## src/rtl/instr_encoder.sv

```systemverilog
// RV32I R/I-type instruction encoder feeding a word FIFO with auto-incrementing address.
// Define ENCODER_CHECK_EN to drop illegal descriptors and pulse err_o on their accept.
module instr_encoder #(
  parameter int                DEPTH       = 4,
  parameter int                ADDR_W      = 32,
  parameter logic [ADDR_W-1:0] BASE_ADDR   = '0,
  parameter int                ALU_CONTROL = 4
) (
  input  logic                     clk,
  input  logic                     rst_n,
  input  logic                     clear_i,
  input  logic                     op_valid_i,
  output logic                     op_ready_o,
  input  logic [ALU_CONTROL-1:0]   alu_ctrl_i,
  input  logic                     is_imm_i,
  input  logic [4:0]               rd_i,
  input  logic [4:0]               rs1_i,
  input  logic [4:0]               rs2_i,
  input  logic [11:0]              imm_i,
  output logic                     instr_valid_o,
  input  logic                     instr_ready_i,
  output logic [31:0]              instr_data_o,
  output logic [ADDR_W-1:0]        instr_addr_o,
  output logic [$clog2(DEPTH):0]   count_o,
  output logic                     err_o
);

  localparam int PTR_W = $clog2(DEPTH);
  localparam int CNT_W = PTR_W + 1;

  logic [2:0]       w_f3;
  logic             w_alt;
  logic             w_shift;
  logic             w_legal;
  logic [11:0]      w_imm;
  logic [31:0]      w_word;
  logic             w_accept;
  logic             w_push;
  logic             w_pop;
  logic             w_drop;

  logic [31:0]      r_mem [DEPTH];
  logic [PTR_W-1:0] r_wr;
  logic [PTR_W-1:0] r_rd;
  logic [CNT_W-1:0] r_count;
  logic [ADDR_W-1:0] r_addr;

  always_comb begin
    w_f3    = 3'b000;
    w_alt   = 1'b0;
    w_shift = 1'b0;
    w_legal = 1'b1;
    unique case (alu_ctrl_i)
      ALU_CONTROL'(0): w_f3 = 3'b000;
      ALU_CONTROL'(1): begin
        w_f3  = 3'b000;
        w_alt = 1'b1;
      end
      ALU_CONTROL'(2): begin
        w_f3    = 3'b001;
        w_shift = 1'b1;
      end
      ALU_CONTROL'(3): w_f3 = 3'b010;
      ALU_CONTROL'(4): w_f3 = 3'b011;
      ALU_CONTROL'(5): w_f3 = 3'b100;
      ALU_CONTROL'(6): begin
        w_f3    = 3'b101;
        w_shift = 1'b1;
      end
      ALU_CONTROL'(7): begin
        w_f3    = 3'b101;
        w_alt   = 1'b1;
        w_shift = 1'b1;
      end
      ALU_CONTROL'(8): w_f3 = 3'b110;
      ALU_CONTROL'(9): w_f3 = 3'b111;
      default:         w_legal = 1'b0;
    endcase
    // No SUBI in RV32I
    if (is_imm_i && alu_ctrl_i == ALU_CONTROL'(1)) w_legal = 1'b0;
    if (!w_legal) begin
      w_f3    = 3'b000;
      w_alt   = 1'b0;
      w_shift = 1'b0;
    end
  end

  always_comb begin
    w_imm = imm_i;
    if (w_shift) w_imm = {w_alt ? 7'b0100000 : 7'b0, imm_i[4:0]};
  end

  assign w_word = is_imm_i
    ? {w_imm, rs1_i, w_f3, rd_i, 7'b0010011}
    : {w_alt ? 7'b0100000 : 7'b0, rs2_i, rs1_i, w_f3, rd_i, 7'b0110011};

  assign op_ready_o    = (r_count < CNT_W'(DEPTH)) & ~clear_i;
  assign w_accept      = op_valid_i & op_ready_o;
  assign instr_valid_o = (r_count != '0);
  assign w_pop         = instr_valid_o & instr_ready_i;

`ifdef ENCODER_CHECK_EN
  assign w_drop = ~w_legal;
  assign err_o  = w_accept & ~w_legal;
`else
  assign w_drop = 1'b0;
  assign err_o  = 1'b0;
`endif

  assign w_push = w_accept & ~w_drop;

  always_ff @(posedge clk) begin
    if (w_push) r_mem[r_wr] <= w_word;
  end

  always_ff @(posedge clk or negedge rst_n) begin
    if (!rst_n) begin
      r_wr    <= '0;
      r_rd    <= '0;
      r_count <= '0;
      r_addr  <= BASE_ADDR;
    end else if (clear_i) begin
      r_wr    <= '0;
      r_rd    <= '0;
      r_count <= '0;
      r_addr  <= BASE_ADDR;
    end else begin
      if (w_push) r_wr <= r_wr + 1'b1;
      if (w_pop) begin
        r_rd   <= r_rd + 1'b1;
        r_addr <= r_addr + ADDR_W'(4);
      end
      unique case ({w_push, w_pop})
        2'b10:   r_count <= r_count + 1'b1;
        2'b01:   r_count <= r_count - 1'b1;
        default: r_count <= r_count;
      endcase
    end
  end

  assign instr_data_o = instr_valid_o ? r_mem[r_rd] : 32'h0;
  assign instr_addr_o = r_addr;
  assign count_o      = r_count;

endmodule

```

## config.mk

```make
export PLATFORM = sky130hd
export DESIGN_NAME = instr_encoder
export DESIGN_NICKNAME = d
export VERILOG_FILES = /design/src/rtl/instr_encoder.sv
export SDC_FILE = /design/constraint.sdc
export NUM_CORES = 1
export LEC_CHECK = 0
export BUFFER_PORTS_ARGS = -buffer_cell sky130_fd_sc_hd__buf_2
export CORE_UTILIZATION = 50
export DETAILED_ROUTE_END_ITERATION = 12
export PLACE_DENSITY_LB_ADDON = 0.3
export SLEW_MARGIN = 40
export SYNTH_ARGS = -nofsm -noshare
export SYNTH_HDL_FRONTEND = slang
export SYNTH_SLANG_ARGS = --single-unit
```

## constraint.sdc

```tcl
create_clock -name clk -period 2.05 [get_ports clk]
set_input_delay 0 -clock clk [delete_from_list [all_inputs] [get_ports clk]]
set_output_delay 0 -clock clk [all_outputs]
set_load 0.01 [all_outputs]
```

Yosys cells after proc, flatten, opt, wreduce, memory -nomap -nowiden

Memories as Yosys holds them, arrays and structs flattened.
Cells that the tools add are included.

Bitwise logic cells: 4
$add $sub $neg: 5
Equality and inequality tests: 11
Reductions and logical operators: 10
$lt $le $gt $ge: 1
Muxes and demuxes: 22

Operator list:

| operator                                                               | number |
|---|---|
| 32-bit two-way mux                                                     | 4 |
| 32-bit by 3-bit adder with 32-bit output (second input constant)       | 1 |
| 3-bit case mux with 7 select lines                                     | 1 |
| 4-bit by 3-bit equality test with 1-bit output (second input constant) | 4 |
| 12-bit two-way mux                                                     | 1 |
| 10-bit OR reduction                                                    | 1 |
| 4-bit by 2-bit equality test with 1-bit output (second input constant) | 2 |
| 4-bit equality test (second input constant)                            | 2 |
| 1-bit two-way mux                                                      | 8 |
| 2-bit two-way mux                                                      | 4 |
| 3-bit two-way mux                                                      | 2 |
| 6-bit two-way mux                                                      | 1 |
| 3-bit case mux with 2 select lines                                     | 1 |
| 3-bit nonzero test                                                     | 2 |
| 2-bit by 1-bit adder with 2-bit output (second input constant)         | 2 |
| 4-bit by 1-bit equality test with 1-bit output (second input constant) | 1 |
| 4-bit zero test                                                        | 1 |
| 2-bit nonzero test                                                     | 2 |
| 2-bit OR reduction                                                     | 2 |
| 3-bit by 1-bit adder with 3-bit output (second input constant)         | 1 |
| 1-bit AND                                                              | 3 |
| 3-bit less-than comparator (second input constant)                     | 1 |
| 3-bit OR reduction                                                     | 1 |
| 3-bit by 1-bit subtractor with 3-bit output (second input constant)    | 1 |
| 4 further kinds                                                        | 4 |

Memories kept: 1
Bits in writable memories: 128
Word-level logic and storage cells: 58
Bits in registers: 39
Output and inout port bits: 70

Memory list:

| memory | depth | width | rd ports | clocked after Yosys merged registers in | wr ports | line | text |
|---|---|---|---|---|---|---|---|
| r_mem  | 4     | 32    | 1        | 0                                       | 1        | 42   | `logic [31:0] r_mem [DEPTH];` |

Longest topological paths before layout

Word-level depth: 8
Mapped depth: 8

Least setup slack after synthesis

OpenSTA, ideal clock, no wires.

Path type: register -> register
From: register r_count[2], in the netlist count_o[2]
To: register r_count[1], in the netlist count_o[1]
Slack: -0.172 ns
Clock period less this slack: 2.222 ns
Arrival time: 2.119 ns
Library setup time: 0.104 ns
Cell stages (with the launch flop): 8
Data required time: 1.946 ns
Cell sequence: dfrtp_1 -> clkbuf_2 -> o31ai_2 -> buf_2 -> a21oi_1 -> fa_1 -> o21ai_0 -> a221oi_1

Longest elaborated chain between the ends: 6
Elaborated cells between the ends (all ways): 10
Those cells by class: 1 x order compare; 2 x eq/ne; 2 x mux; 3 x bitwise; 2 x reduce/logical

Ends and longest elaborated chain:

| element                                                                                      | line | text |
|---|---|---|
| start: declaration                                                                           | 45   | `logic [CNT_W-1:0] r_count;` |
| start signal: assignment                                                                     | 134  | `2'b10: r_count <= r_count + 1'b1;` |
| start signal: assignment                                                                     | 135  | `2'b01: r_count <= r_count - 1'b1;` |
| start signal: assignment                                                                     | 136  | `default: r_count <= r_count;` |
| 3-bit less-than comparator                                                                   | 97   | `assign op_ready_o = (r_count < CNT_W'(DEPTH)) & ~clear_i;` |
| 1-bit AND                                                                                    | 97   |  |
| 1-bit AND                                                                                    | 98   | `assign w_accept = op_valid_i & op_ready_o;` |
| 2-bit by 1-bit equality test with 1-bit output / 2-bit equality test (equally long branches) | 133  | `unique case ({w_push, w_pop})` |
| 3-bit case mux with 2 select lines                                                           | 133  |  |
| 3-bit two-way mux                                                                            | 122  | `end else if (clear_i) begin` |

Several ways; a longest one is shown, not always the timed one.
A chain may end at the register's enable or synchronous reset.

Worst setup path in the final report

From: register r_addr[10], in the netlist instr_addr_o[10]
To: register r_addr[25], in the netlist instr_addr_o[25]

Longest elaborated chain between the ends: 3

Ends and longest elaborated chain:

| element                                  | line | text |
|---|---|---|
| start: declaration                       | 46   | `logic [ADDR_W-1:0] r_addr;` |
| start signal: assignment                 | 131  | `r_addr <= r_addr + ADDR_W'(4);` |
| 32-bit by 3-bit adder with 32-bit output | 131  |  |
| 32-bit two-way mux                       | 129  | `if (w_pop) begin` |
| 32-bit two-way mux                       | 122  |  |

No other way between the ends. The select of a mux whose other input is x is not followed.

==> results.toml <==
[logic_synthesis]
synth_area_per_cell_um2 = 14.9
ys_types = 38
synth_seq_cells = 141
synth-warning-count = 0
combinational_family_with_the_most_area_after_synthesis = "simple AND/OR/NAND/NOR gates"
yosys.area_share.adder_pct = 1.51
synth_edf_count = 104
post_synth_and_or_nand_nor_area_fraction_pct = 11.6
synth_top_cells_by_area = "sky130_fd_sc_hd__edfxtp_1, sky130_fd_sc_hd__dfrtp_1, sky130_fd_sc_hd__mux4_2, sky130_fd_sc_hd__nor2b_1, sky130_fd_sc_hd__xor2_1"
mappedNetlistArea_um2 = 6150
yosys.area.top_type = "sky130_fd_sc_hd__edfxtp_1"
portion_of_synthesized_cell_area_occupied_by_the_leading_cell_type_pct = 50.8
synth_most_common_cell = "sky130_fd_sc_hd__edfxtp_1"
synth_sequential_area_ratio_pct = 65.8
synth_compound_area_share_pct = 3.15
netlist_instances = 413
synth_mux_area_share_pct = 10.4
post_synth_xor_area_fraction_pct = 4.41
synth_ff_type = "sky130_fd_sc_hd__edfxtp_1"
synth_top_cells_by_count = "sky130_fd_sc_hd__edfxtp_1, sky130_fd_sc_hd__nor2_1, sky130_fd_sc_hd__dfrtp_1"
asyncSetResetFlopFracSynth_pct = 26.2

[detailed_routing]
drt_pre_antenna_iters = 6
met2_wirelength_um = 6390
detail_route.vias_per_cell = 5.36
postRouteWirelength_um = 12300
met3WireLength_um = 617
top_layer = "met4"
drt-wirelength-per-cell_um = 17.1
drt-initial-drc-count = 191
detail_route.wirelength.met1_um = 5120
detailroute.via_count = 3870
drc = 0
ant_nets = 0

[min_path]
worst_hold_path.num_cells = 2
worstHoldPathType = "input port to register"

[global_routing]
grt_start_max_net_pins = 38
first_global_vias = 3942
grt_overflow_total = 0
antenna_found_initial = 0
grt_first_pass_wirelength_um = 19800
grt_util_all_layers_pct = 21.0

[sta]
timing.final.hold_violations = 0
fin_worst_skew_ns = 0.00593
setup_ws_ns = 0.120
part_of_the_cycle_the_worst_path_needs_pct = 94.2
fmaxAchievable_mhz = 518
final_max_slew_viol_count = 0
tightestPinTransition_ns = 0.562
final.hold.worst_slack_ns = 0.0308
timing.slew.headroom_pct = 62.5
final.setup.tns_ns = 0
setup_viol = 0
min_period_ns = 1.93

[worst_setup_path]
timing.critical_path.required_ns = 2.38
timing.critical_path.depth = 5
timing.critical_path.to_type = "register"
critical_path.max_fanout = 8
critPathArrivalTime_ns = 2.26
critPathMaxStageDelay_ns = 0.44
crit_family = "simple AND/OR/NAND/NOR gates"
worst_setup_path_start_kind = "register"
cp_slowest_cell = "sky130_fd_sc_hd__dfrtp_1"
reg2reg_depth = 5
critical_path_class = "register to register"
worstPathBufferInverterCount = 0
critical_path.cell_chain = "nand4_1, a211oi_4, nand4_4, or3_1, a21oi_1"

[clock_network]
clk-insertion-delay-late_ns = 0.41
cts-root-to-sink-buffers = 2
path_clk_slew_ns = 0.06
number_of_h_tree_levels = 4
clock_tree.root_cell = "sky130_fd_sc_hd__clkbuf_16"
numClockSinks = 141
cts_tree = "built"
total_clock_buffers_created_by_cts = 17

[power_and_ir_drop]
p_leak_nw = 3.15
powerDensity_nw_per_um2 = 1110
ir_drop_v = 0.000627

[cells_and_area]
final_layout_size_suffix_gt1_share_pct = 33.2
seq_area_um2 = 4050
postLayoutCoreUtil_pct = 65.4
multiInputGateArea_um2 = 1950
layout-area-overhead-vs-synth_pct = 27.7
antenna_cells_inserted = 0
finalNetCount = 605
nFillCells = 883

[floorplan]
design.portCount = 107
die-height_um = 113
fp.dieW_um = 113
die-area_um2 = 12700
core_um2 = 12000
start_util_pct = 51.2
row_count = 40

[placement]
detailedPlacementHpwl_um = 7550
gp_routability_congestion = 0.804
dpl_worst_slack_ns = 0.164
numPortBuffers = 100

[outcome]
status = "completed"

[job]
maxCapViolations = 0
cell usage in the layout, fill, tap and decap left out, types with 4 or more instances in the layout:
cell type	instances
sky130_fd_sc_hd__and3_1	6
sky130_fd_sc_hd__clkbuf_1	4
sky130_fd_sc_hd__nand3_1	14
sky130_fd_sc_hd__buf_12	4
sky130_fd_sc_hd__clkbuf_16	20
sky130_fd_sc_hd__or3_1	4
sky130_fd_sc_hd__mux4_2	26
sky130_fd_sc_hd__buf_2	99
sky130_fd_sc_hd__nor2_1	43
sky130_fd_sc_hd__ha_1	5
sky130_fd_sc_hd__buf_4	20
sky130_fd_sc_hd__conb_1	6
sky130_fd_sc_hd__a21oi_1	10
sky130_fd_sc_hd__xnor2_1	11
sky130_fd_sc_hd__dlygate4sd3_1	27
sky130_fd_sc_hd__dfrtp_1	36
sky130_fd_sc_hd__edfxtp_1	104
sky130_fd_sc_hd__nand4_1	8
sky130_fd_sc_hd__inv_1	13
sky130_fd_sc_hd__mux2_2	5
sky130_fd_sc_hd__o21ai_0	9
sky130_fd_sc_hd__nor2b_1	28
sky130_fd_sc_hd__and2_1	6
sky130_fd_sc_hd__nand2_1	17
sky130_fd_sc_hd__xor2_1	20
report_power, final:
group | internal [mW] | switching, mW | total, mW
Sequential | 3.27 | 0.0802 | 3.35
Clock | 2.01 | 1.14 | 3.15
Combinational | 1.05 | 1.21 | 2.25
Total | 6.33 | 2.43 | 8.75
through the flow:
step | instances | area [um2] | power [mW]
final | 722 | 7860 | 8.75
after CTS | 719 | 7830 | 8.83
after floorplan | 418 | 6190 | 4.86
after detailed placement | 660 | 6940 | 5.64
after global routing | 722 | 7860 | 9.14
after global placement | 660 | 6940 | 5.60
kinds of logic after synthesis:
family                     Yosys count
buffers and inverters               39
DFF                                141
and+or+nand+nor                    136
AOI/OAI and AO/OA                   27
muxes                               31
xor gates and xnor gates            31
other                                1
adders and majority gates            7
state kept, by name, summed over array words and instances, names as in the netlist:
register      count
r_mem           104
instr_addr_o     30
count_o           3
r_wr              2
r_rd              2
cell type report:
class                           instances  area share, %
Sequential cell                       141           51.6
Multi-Input combinational cell        238           24.8
Timing Repair Buffer                  151           12.8
Clock buffer                           24           6.56
Tap cell                              147           2.34
Clock inverter                          8           1.31
Inverter                               13          0.621
routing by layer:
layer / global-route usage [%] / up-vias
met3: 6.43 / 17
met1: 24.8 / 1948
met2: 36.1 / 107
li1: - / 1798
met4: 8.07 / 0
met5: 0 / -
final timing paths:
| check | to | slack (ns) | from |
|---|---|---|---|
| max | instr_addr_o[25] | 0.12 | instr_addr_o[10] |
| min | r_mem[2][5] | 0.03 | is_imm_i |
| max reg2reg | instr_addr_o[25] | 0.12 | instr_addr_o[10] |
| min reg2reg | instr_addr_o[31] | 0.56 | instr_addr_o[31] |
| max in group asynchronous | r_rd[0] | 1.60 | rst_n |
| min in group asynchronous | instr_addr_o[13] | 0.10 | rst_n |
repair_timing:
action | in CTS | in global routing
hold endpoints to repair | 121 | 0
resized for setup | 0 | 1
hold buffers | 27 | 0
setup buffers | 0 | 3
endpoints found under the setup margin | 0 | 19
Power figures use the tool's default switching activity.
